[src/rtl/l1_avalon_bridge_pkg.sv]
// Shared types and constants for the L1-to-Avalon bridge.
package l1_avalon_bridge_pkg;

    typedef enum logic [2:0] {
        IDLE,
        RD_ISSUE,
        RD_WAIT,
        WR_ISSUE,
        WR_RESP
    } l1_bridge_state_t;

    localparam int L1_BRIDGE_MAX_BURST = 8;

    // Word address plus beat offset, wrapping within the 32-bit byte space.
    function automatic logic [31:0] beatAddr(input logic [29:0] word, input logic [29:0] beat);
        logic [29:0] sum;
        sum = word + beat;
        return {sum, 2'b00};
    endfunction

endpackage

[src/rtl/l1_avalon_bridge_if.sv]
// Avalon-MM bus between the L1 bridge (master) and the external interconnect (slave).
interface l1_avalon_bridge_if;
    logic [31:0] addr;
    logic        read;
    logic        write;
    logic [3:0]  byteenable;
    logic [31:0] writedata;
    logic [31:0] readdata;
    logic        waitrequest;
    logic        readdatavalid;
    logic        writeresponsevalid;

    modport master (
        output addr, read, write, byteenable, writedata,
        input  readdata, waitrequest, readdatavalid, writeresponsevalid
    );

    modport slave (
        input  addr, read, write, byteenable, writedata,
        output readdata, waitrequest, readdatavalid, writeresponsevalid
    );
endinterface

[src/rtl/l1_avalon_bridge.sv]
// Turns one arbitrated L1 request into single-word Avalon-MM transactions,
// one outstanding at a time, returning each read word on the L1 return path.
module l1_avalon_bridge
    import l1_avalon_bridge_pkg::*;
#(
    parameter bit WAIT_WRITE_RESP = 1'b1,
    parameter int MAX_BURST       = L1_BRIDGE_MAX_BURST
) (
    input  logic        clk,
    input  logic        rst_n,
    input  logic [31:0] l1_addr_i,
    input  logic [31:0] l1_data_i,
    input  logic        l1_rnw_i,
    input  logic [0:3]  l1_be_i,
    input  logic [2:0]  l1_size_i,
    input  logic        l1_is_amo_i,
    input  logic [4:0]  l1_amo_i,
    input  logic        l1_request_i,
    output logic        l1_ack_o,
    output logic [31:0] ret_data_o,
    output logic        ret_data_valid_o,
    output logic [29:0] ret_inv_addr_o,
    output logic        ret_inv_valid_o,
    input  logic        ret_inv_ack_i,
    l1_avalon_bridge_if.master av
);

    localparam int BEAT_W = $clog2(MAX_BURST);

    l1_bridge_state_t  state_q;
    logic [29:0]       addr_q;
    logic [BEAT_W-1:0] beat_q;
    logic [BEAT_W-1:0] size_q;
    logic [31:0]       avAddr_q;
    logic              avRead_q;
    logic              avWrite_q;
    logic [3:0]        avBe_q;
    logic [31:0]       avWdata_q;
    logic [31:0]       retData_q;
    logic              retValid_q;
    logic [3:0]        beMapped;
    logic              unusedInputs;

    assign l1_ack_o = rst_n && (state_q == IDLE) && l1_request_i;

    // The L1 side numbers byte enables [0:3]; the bus numbers them [3:0] with the same index meaning.
    always_comb begin
        beMapped = '0;
        for (int i = 0; i < 4; i++) begin
            beMapped[i] = l1_be_i[i];
        end
    end

    always_ff @(posedge clk) begin
        if (!rst_n) begin
            state_q    <= IDLE;
            addr_q     <= '0;
            beat_q     <= '0;
            size_q     <= '0;
            avAddr_q   <= '0;
            avRead_q   <= 1'b0;
            avWrite_q  <= 1'b0;
            avBe_q     <= '0;
            avWdata_q  <= '0;
            retData_q  <= '0;
            retValid_q <= 1'b0;
        end else begin
            retValid_q <= 1'b0;
            case (state_q)
                IDLE: begin
                    if (l1_request_i) begin
                        addr_q   <= l1_addr_i[31:2];
                        size_q   <= l1_size_i[BEAT_W-1:0];
                        beat_q   <= '0;
                        avAddr_q <= {l1_addr_i[31:2], 2'b00};
                        if (l1_rnw_i) begin
                            avRead_q <= 1'b1;
                            avBe_q   <= 4'hF;
                            state_q  <= RD_ISSUE;
                        end else begin
                            avWrite_q <= 1'b1;
                            avBe_q    <= beMapped;
                            avWdata_q <= l1_data_i;
                            state_q   <= WR_ISSUE;
                        end
                    end
                end
                RD_ISSUE: begin
                    if (!av.waitrequest) begin
                        avRead_q <= 1'b0;
                        state_q  <= RD_WAIT;
                    end
                end
                RD_WAIT: begin
                    if (av.readdatavalid) begin
                        retData_q  <= av.readdata;
                        retValid_q <= 1'b1;
                        if (beat_q == size_q) begin
                            state_q <= IDLE;
                        end else begin
                            beat_q   <= beat_q + BEAT_W'(1);
                            avRead_q <= 1'b1;
                            avAddr_q <= beatAddr(addr_q, 30'(beat_q) + 30'd1);
                            state_q  <= RD_ISSUE;
                        end
                    end
                end
                WR_ISSUE: begin
                    if (!av.waitrequest) begin
                        avWrite_q <= 1'b0;
                        state_q   <= WAIT_WRITE_RESP ? WR_RESP : IDLE;
                    end
                end
                WR_RESP: begin
                    if (av.writeresponsevalid) begin
                        state_q <= IDLE;
                    end
                end
                default: state_q <= IDLE;
            endcase
        end
    end

    assign av.addr          = avAddr_q;
    assign av.read          = avRead_q;
    assign av.write         = avWrite_q;
    assign av.byteenable    = avBe_q;
    assign av.writedata     = avWdata_q;
    assign ret_data_o       = retData_q;
    assign ret_data_valid_o = retValid_q;
    assign ret_inv_addr_o   = '0;
    assign ret_inv_valid_o  = 1'b0;

    // AMOs are never routed here and invalidations are not generated, so these inputs are don't-care.
    assign unusedInputs = ^{l1_addr_i[1:0], l1_size_i, l1_is_amo_i, l1_amo_i, ret_inv_ack_i};

endmodule

[src/flat_wrapper.sv]
// flat-port wrapper written by rule: the top's interface ports become plain ports
module l1_avalon_bridge_flat import l1_avalon_bridge_pkg::*;
#(
    parameter bit WAIT_WRITE_RESP = 1'b1,
    parameter int MAX_BURST       = L1_BRIDGE_MAX_BURST
)
  (clk, rst_n, l1_addr_i, l1_data_i, l1_rnw_i, l1_be_i, l1_size_i, l1_is_amo_i, l1_amo_i, l1_request_i, l1_ack_o, ret_data_o, ret_data_valid_o, ret_inv_addr_o, ret_inv_valid_o, ret_inv_ack_i, av_addr, av_read, av_write, av_byteenable, av_writedata, av_readdata, av_waitrequest, av_readdatavalid, av_writeresponsevalid);
  l1_avalon_bridge_if av_i ();
  input  logic clk;
  input  logic rst_n;
  input  logic [31:0] l1_addr_i;
  input  logic [31:0] l1_data_i;
  input  logic l1_rnw_i;
  input  logic [0:3] l1_be_i;
  input  logic [2:0] l1_size_i;
  input  logic l1_is_amo_i;
  input  logic [4:0] l1_amo_i;
  input  logic l1_request_i;
  output logic l1_ack_o;
  output logic [31:0] ret_data_o;
  output logic ret_data_valid_o;
  output logic [29:0] ret_inv_addr_o;
  output logic ret_inv_valid_o;
  input  logic ret_inv_ack_i;
  output wire logic [$bits(av_i.addr)-1:0] av_addr;
  output wire logic [$bits(av_i.read)-1:0] av_read;
  output wire logic [$bits(av_i.write)-1:0] av_write;
  output wire logic [$bits(av_i.byteenable)-1:0] av_byteenable;
  output wire logic [$bits(av_i.writedata)-1:0] av_writedata;
  input wire logic [$bits(av_i.readdata)-1:0] av_readdata;
  input wire logic [$bits(av_i.waitrequest)-1:0] av_waitrequest;
  input wire logic [$bits(av_i.readdatavalid)-1:0] av_readdatavalid;
  input wire logic [$bits(av_i.writeresponsevalid)-1:0] av_writeresponsevalid;
  assign av_addr = av_i.addr;
  assign av_read = av_i.read;
  assign av_write = av_i.write;
  assign av_byteenable = av_i.byteenable;
  assign av_writedata = av_i.writedata;
  assign av_i.readdata = av_readdata;
  assign av_i.waitrequest = av_waitrequest;
  assign av_i.readdatavalid = av_readdatavalid;
  assign av_i.writeresponsevalid = av_writeresponsevalid;
  l1_avalon_bridge #(.WAIT_WRITE_RESP(WAIT_WRITE_RESP), .MAX_BURST(MAX_BURST)) u_core (.clk(clk), .rst_n(rst_n), .l1_addr_i(l1_addr_i), .l1_data_i(l1_data_i), .l1_rnw_i(l1_rnw_i), .l1_be_i(l1_be_i), .l1_size_i(l1_size_i), .l1_is_amo_i(l1_is_amo_i), .l1_amo_i(l1_amo_i), .l1_request_i(l1_request_i), .l1_ack_o(l1_ack_o), .ret_data_o(ret_data_o), .ret_data_valid_o(ret_data_valid_o), .ret_inv_addr_o(ret_inv_addr_o), .ret_inv_valid_o(ret_inv_valid_o), .ret_inv_ack_i(ret_inv_ack_i), .av(av_i));
endmodule
[config.mk]
export PLATFORM = sky130hd
export DESIGN_NAME = l1_avalon_bridge_flat
export DESIGN_NICKNAME = d
export VERILOG_FILES = /design/src/rtl/l1_avalon_bridge_pkg.sv /design/src/rtl/l1_avalon_bridge_if.sv /design/src/rtl/l1_avalon_bridge.sv /design/src/flat_wrapper.sv
export SDC_FILE = /design/constraint.sdc
export NUM_CORES = 1
export LEC_CHECK = 0
export ABC_AREA = 1
export BUFFER_PORTS_ARGS = -buffer_cell sky130_fd_sc_hd__buf_2
export CAP_MARGIN = 25
export CORE_UTILIZATION = 53
export DETAILED_ROUTE_END_ITERATION = 10
export PLACE_DENSITY_LB_ADDON = 0.15
export SLEW_MARGIN = 20
export SYNTH_ARGS = -nofsm -noshare
export SYNTH_HDL_FRONTEND = slang
export SYNTH_SLANG_ARGS = --single-unit
[constraint.sdc]
create_clock -name clk -period 3.2 [get_ports clk]
set_input_delay 0.16 -clock clk [delete_from_list [all_inputs] [get_ports clk]]
set_output_delay 0.16 -clock clk [all_outputs]
set_load 0.02 [all_outputs]
==> metrics.txt <==
# TYPE chip_impl_metric gauge
chip_impl_metric{name="cp_data_required_time",unit="ns"} 3.54
chip_impl_metric{name="timing.setup.tns",unit="ns"} 0
chip_impl_info{name="worstPathCellList",value="ha_1, inv_1, fa_1, inv_1, nand3_1, nand2_1, nand2_1, nor2_1, inv_1, o21ai_0, nand3_1, a21oi_1"} 1
chip_impl_metric{name="drive_gt1_share",unit="%"} 21.90
chip_impl_metric{name="hold_ws",unit="ns"} 0.01345
chip_impl_metric{name="post_cts_buffers",unit=""} 0
chip_impl_metric{name="cellLeakagePower",unit="uW"} 0.003942
chip_impl_metric{name="portBuffers",unit=""} 209
chip_impl_info{name="ys.flop_type",value="sky130_fd_sc_hd__dfxtp_1"} 1
chip_impl_metric{name="layout-area-overhead-vs-synth",unit="%"} 31.59
chip_impl_metric{name="layoutNonFillerInstCount",unit=""} 1340
chip_impl_info{name="yosys-top-cells-count",value="sky130_fd_sc_hd__nand2_1, sky130_fd_sc_hd__nor2_1, sky130_fd_sc_hd__dfxtp_1"} 1
chip_impl_metric{name="synthesis.area_per_instance",unit="um^2"} 6.937
chip_impl_metric{name="comb_power_share",unit="%"} 38.6
chip_impl_metric{name="maxSlewViolCount",unit=""} 0
chip_impl_metric{name="clockPowerShare",unit="%"} 26.2
chip_impl_metric{name="dp.final_hpwl",unit="um"} 11820
chip_impl_metric{name="max_slew_margin",unit="%"} 44.17
chip_impl_metric{name="p_switching",unit="uW"} 2904
chip_impl_metric{name="max-cap-violations",unit=""} 0
chip_impl_metric{name="dp.cells",unit=""} 1254
chip_impl_info{name="critical_path.slowest_cell",value="sky130_fd_sc_hd__fa_1"} 1
chip_impl_metric{name="synth.distinct_cells",unit=""} 33
chip_impl_metric{name="rr_worst_depth",unit=""} 12
chip_impl_metric{name="synthCells",unit=""} 941
chip_impl_info{name="synth_area_leaders",value="sky130_fd_sc_hd__dfxtp_1, sky130_fd_sc_hd__nand2_1, sky130_fd_sc_hd__a21oi_1"} 1
chip_impl_metric{name="crit_path_max_fanout",unit=""} 5
chip_impl_metric{name="wl_per_instance",unit="um"} 13.91
chip_impl_metric{name="detail_route.drc_violations",unit=""} 0
chip_impl_info{name="grt_setup_unrepaired",value="no"} 1
chip_impl_metric{name="internal_power",unit="uW"} 4235
chip_impl_metric{name="globalplace.congestion",unit=""} 0.8876
chip_impl_info{name="min_path_type",value="in -> reg"} 1
chip_impl_metric{name="switching_part_of_the_total_power",unit="%"} 40.68
chip_impl_metric{name="max-vdd-ir-drop",unit="V"} 0.0005513
chip_impl_metric{name="min_path_cells",unit=""} 3
chip_impl_metric{name="cts_repair_resize_count",unit=""} 0
chip_impl_metric{name="async_flop_share",unit="%"} 0
chip_impl_metric{name="num_io_pins",unit=""} 252
chip_impl_metric{name="nFillCells",unit=""} 1020
chip_impl_metric{name="initialDrtViolationCount",unit=""} 422
chip_impl_metric{name="ys_seq_elements",unit=""} 140
chip_impl_metric{name="antenna_violation_net_count_after_detailed_routing",unit=""} 0
chip_impl_metric{name="dieHeight",unit="um"} 113.0
chip_impl_metric{name="netlist_area",unit="um^2"} 6528
chip_impl_metric{name="cts-root-to-sink-buffers",unit=""} 2
chip_impl_info{name="cts_tree",value="done"} 1
chip_impl_metric{name="first_pass_grt_wire_length",unit="um"} 30790
chip_impl_metric{name="post_drt_via_cell_ratio",unit=""} 5.180
chip_impl_metric{name="path_clk_slew",unit="ns"} 0.06
chip_impl_metric{name="hold_violations",unit=""} 0
chip_impl_metric{name="part_of_the_yosys_area_used_for_sequential_elements",unit="%"} 42.94
chip_impl_metric{name="die-width",unit="um"} 113.0
chip_impl_info{name="yosys.cell_count.top_type",value="sky130_fd_sc_hd__nand2_1"} 1
chip_impl_info{name="worst_setup_path_start_kind",value="flop"} 1
chip_impl_info{name="crit_path_end_kind",value="flop"} 1
chip_impl_metric{name="routed_wl",unit="um"} 18630
chip_impl_metric{name="placeableCoreArea",unit="um^2"} 12010
chip_impl_metric{name="synth_top_area_share",unit="%"} 42.94
chip_impl_metric{name="grt_start_max_net_pins",unit=""} 71
chip_impl_metric{name="grt.total_usage",unit="%"} 30.26
chip_impl_metric{name="htreeDepth",unit=""} 4
chip_impl_metric{name="achievable-frequency",unit="MHz"} 408.4
chip_impl_metric{name="worst_ep_arrival_time",unit="ns"} 2.79
chip_impl_metric{name="p_per_area",unit="nW/um^2"} 831.1
chip_impl_metric{name="fin_worst_skew",unit="ns"} 0.007024
chip_impl_metric{name="rows",unit=""} 40
chip_impl_info{name="netlist.top_cell.by_area",value="sky130_fd_sc_hd__dfxtp_1"} 1
chip_impl_info{name="path_common_cell",value="sky130_fd_sc_hd__inv_1"} 1
chip_impl_metric{name="remaining_overflow_grt",unit=""} 0
chip_impl_metric{name="fin_crit",unit="ns"} 2.448
chip_impl_metric{name="setup.reg_to_reg.worst_slack",unit="ns"} 0.75
chip_impl_metric{name="tritoncts.num_buffers",unit=""} 17
chip_impl_metric{name="final_core_util",unit="%"} 71.51
chip_impl_metric{name="vias_post_dr",unit=""} 6941
chip_impl_info{name="status",value="finished, final reports clean"} 1
chip_impl_metric{name="clkLatencyLatePin",unit="ns"} 0.42
chip_impl_metric{name="timing.critical_path.slowest_cell_delay",unit="ns"} 0.40
chip_impl_metric{name="nets",unit=""} 1302
chip_impl_info{name="ctsRootBufferMaster",value="sky130_fd_sc_hd__clkbuf_16"} 1
chip_impl_metric{name="cts.sinks",unit=""} 140
chip_impl_metric{name="synth-edff-count",unit=""} 0
chip_impl_metric{name="overall_die_area",unit="um^2"} 12760
chip_impl_metric{name="vias_in_the_first_global_route",unit=""} 6795
chip_impl_metric{name="layout_worst_path_cycle_share",unit="%"} 76.51
chip_impl_metric{name="initial_cell_density_of_the_core",unit="%"} 54.34
chip_impl_metric{name="total_power",unit="uW"} 7138
chip_impl_metric{name="setup_viol_count_final",unit=""} 0
chip_impl_info{name="crit_type",value="reg -> reg"} 1
chip_impl_metric{name="detail_route.first_pass.iterations",unit=""} 5
chip_impl_metric{name="worst-slew-pin-transition",unit="ns"} 0.8363
chip_impl_metric{name="antenna_found_initial",unit=""} 1
chip_impl_metric{name="yosysWarnings",unit=""} 0
chip_impl_metric{name="seq_power_share",unit="%"} 35.2
area by class of cell:
| cell class | count | area (um^2) | share of cell area (%) |
|---|---|---|---|
| clock inverters | 12 | 111.4 | 1.296 |
| repair buffers | 274 | 1679 | 19.55 |
| inverters | 55 | 206.4 | 2.403 |
| multi-input cells | 691 | 3147 | 36.64 |
| flip-flops and latches | 140 | 2803 | 32.63 |
| clock buffers | 20 | 456.7 | 5.317 |
| well taps | 147 | 183.9 | 2.141 |
| diodes | 1 | 2.502 | 0.02913 |
metrics by stage:
step | cell area (um^2) | worst slack, ns
floorplan | 6648 | 1.126
global placement | 7488 | 0.7874
detailed placement | 7488 | 0.7609
CTS | 8587 | 0.7413
global route | 8589 | 0.4862
finish | 8589 | 0.7516
routing by layer:
layer  up-vias  routed length, um  track usage, %  share of wire [%]
met2       235               9349           54.12                 50
met3        54               1135           8.249                6.1
met4         0                586           14.12                3.1
li1       3481                  -               -                  -
met1      3171               7562           33.40                 41
met5         -                  0               0                  0
placed cells by master (no fill, tap or decap), types with 3 or more instances in the layout:
cell	netlist	final
sky130_fd_sc_hd__a211oi_1	4	4
sky130_fd_sc_hd__xnor2_1	3	3
sky130_fd_sc_hd__conb_1	1	33
sky130_fd_sc_hd__ha_1	5	5
sky130_fd_sc_hd__inv_2	2	3
sky130_fd_sc_hd__nand4_1	6	6
sky130_fd_sc_hd__xor2_1	9	9
sky130_fd_sc_hd__clkbuf_16	0	17
sky130_fd_sc_hd__dfxtp_1	140	140
sky130_fd_sc_hd__inv_1	53	52
sky130_fd_sc_hd__nand2_1	193	192
sky130_fd_sc_hd__a21oi_1	112	112
sky130_fd_sc_hd__dlygate4sd3_1	0	53
sky130_fd_sc_hd__buf_4	34	11
sky130_fd_sc_hd__nor2_1	143	143
sky130_fd_sc_hd__clkinvlp_4	0	3
sky130_fd_sc_hd__nand3_1	91	91
sky130_fd_sc_hd__buf_2	7	209
sky130_fd_sc_hd__o21ai_0	76	76
sky130_fd_sc_hd__clkinv_2	0	3
sky130_fd_sc_hd__inv_6	0	3
what timing repair did:
| action | in CTS | in global routing |
|---|---|---|
| endpoints found under the setup margin | 0 | 0 |
| hold endpoints to repair | 53 | 0 |
| hold buffers | 53 | 0 |
flip-flops by register name (all words and copies together), names as in the netlist:
signal,count
u_core.addr_q,30
u_core.av.addr,30
u_core.av.byteenable,4
u_core.av.read,1
u_core.av.write,1
u_core.av.writedata,32
u_core.beat_q,3
u_core.ret_data_o,32
u_core.ret_data_valid_o,1
u_core.size_q,3
u_core.state_q,3
power groups by stage:
stage	Clock, uW	Combinational [uW]	Sequential [uW]
6_report	1870	2750	2510
5_1_grt	1990	3080	2570
4_1_cts	1900	2740	2510
3_5_place_dp	0	2690	2530
3_3_place_gp	0	2660	2530
2_1_floorplan	0	1600	2900
path summary, 6_finish.rpt:
| check | start | end |
|---|---|---|
| max | u_core.beat_q[0] | u_core.av.addr[20] |
| min | av_readdata[2] | u_core.ret_data_o[2] |
| max reg2reg | u_core.beat_q[0] | u_core.av.addr[20] |
| min reg2reg | u_core.av.byteenable[0] | u_core.av.byteenable[0] |
cells by family (layout without fill, tap and decap cells):
logic type | after synthesis | in the layout | synth area share [%]
adder cells (fa/ha/maj) | 6 | 6 | 1.265
AND/OR/NAND/NOR | 442 | 442 | 27.87
flip-flops | 140 | 140 | 42.94
XOR/XNOR | 12 | 12 | 1.610
buffers and inverters | 142 | 361 | 10.73
AO/OA/AOI/OAI | 198 | 198 | 15.53
other | 1 | 34 | 0.05745
critical path, delay by kind of cell (launching register included):
kind            cells  cell delay [ns]
flops               1             0.34
buf+inv             3             0.25
simple gates        5             0.75
compound gates      2             0.27
fa+ha+maj           2             0.75
No activity file was read; power rests on OpenSTA's default activity.
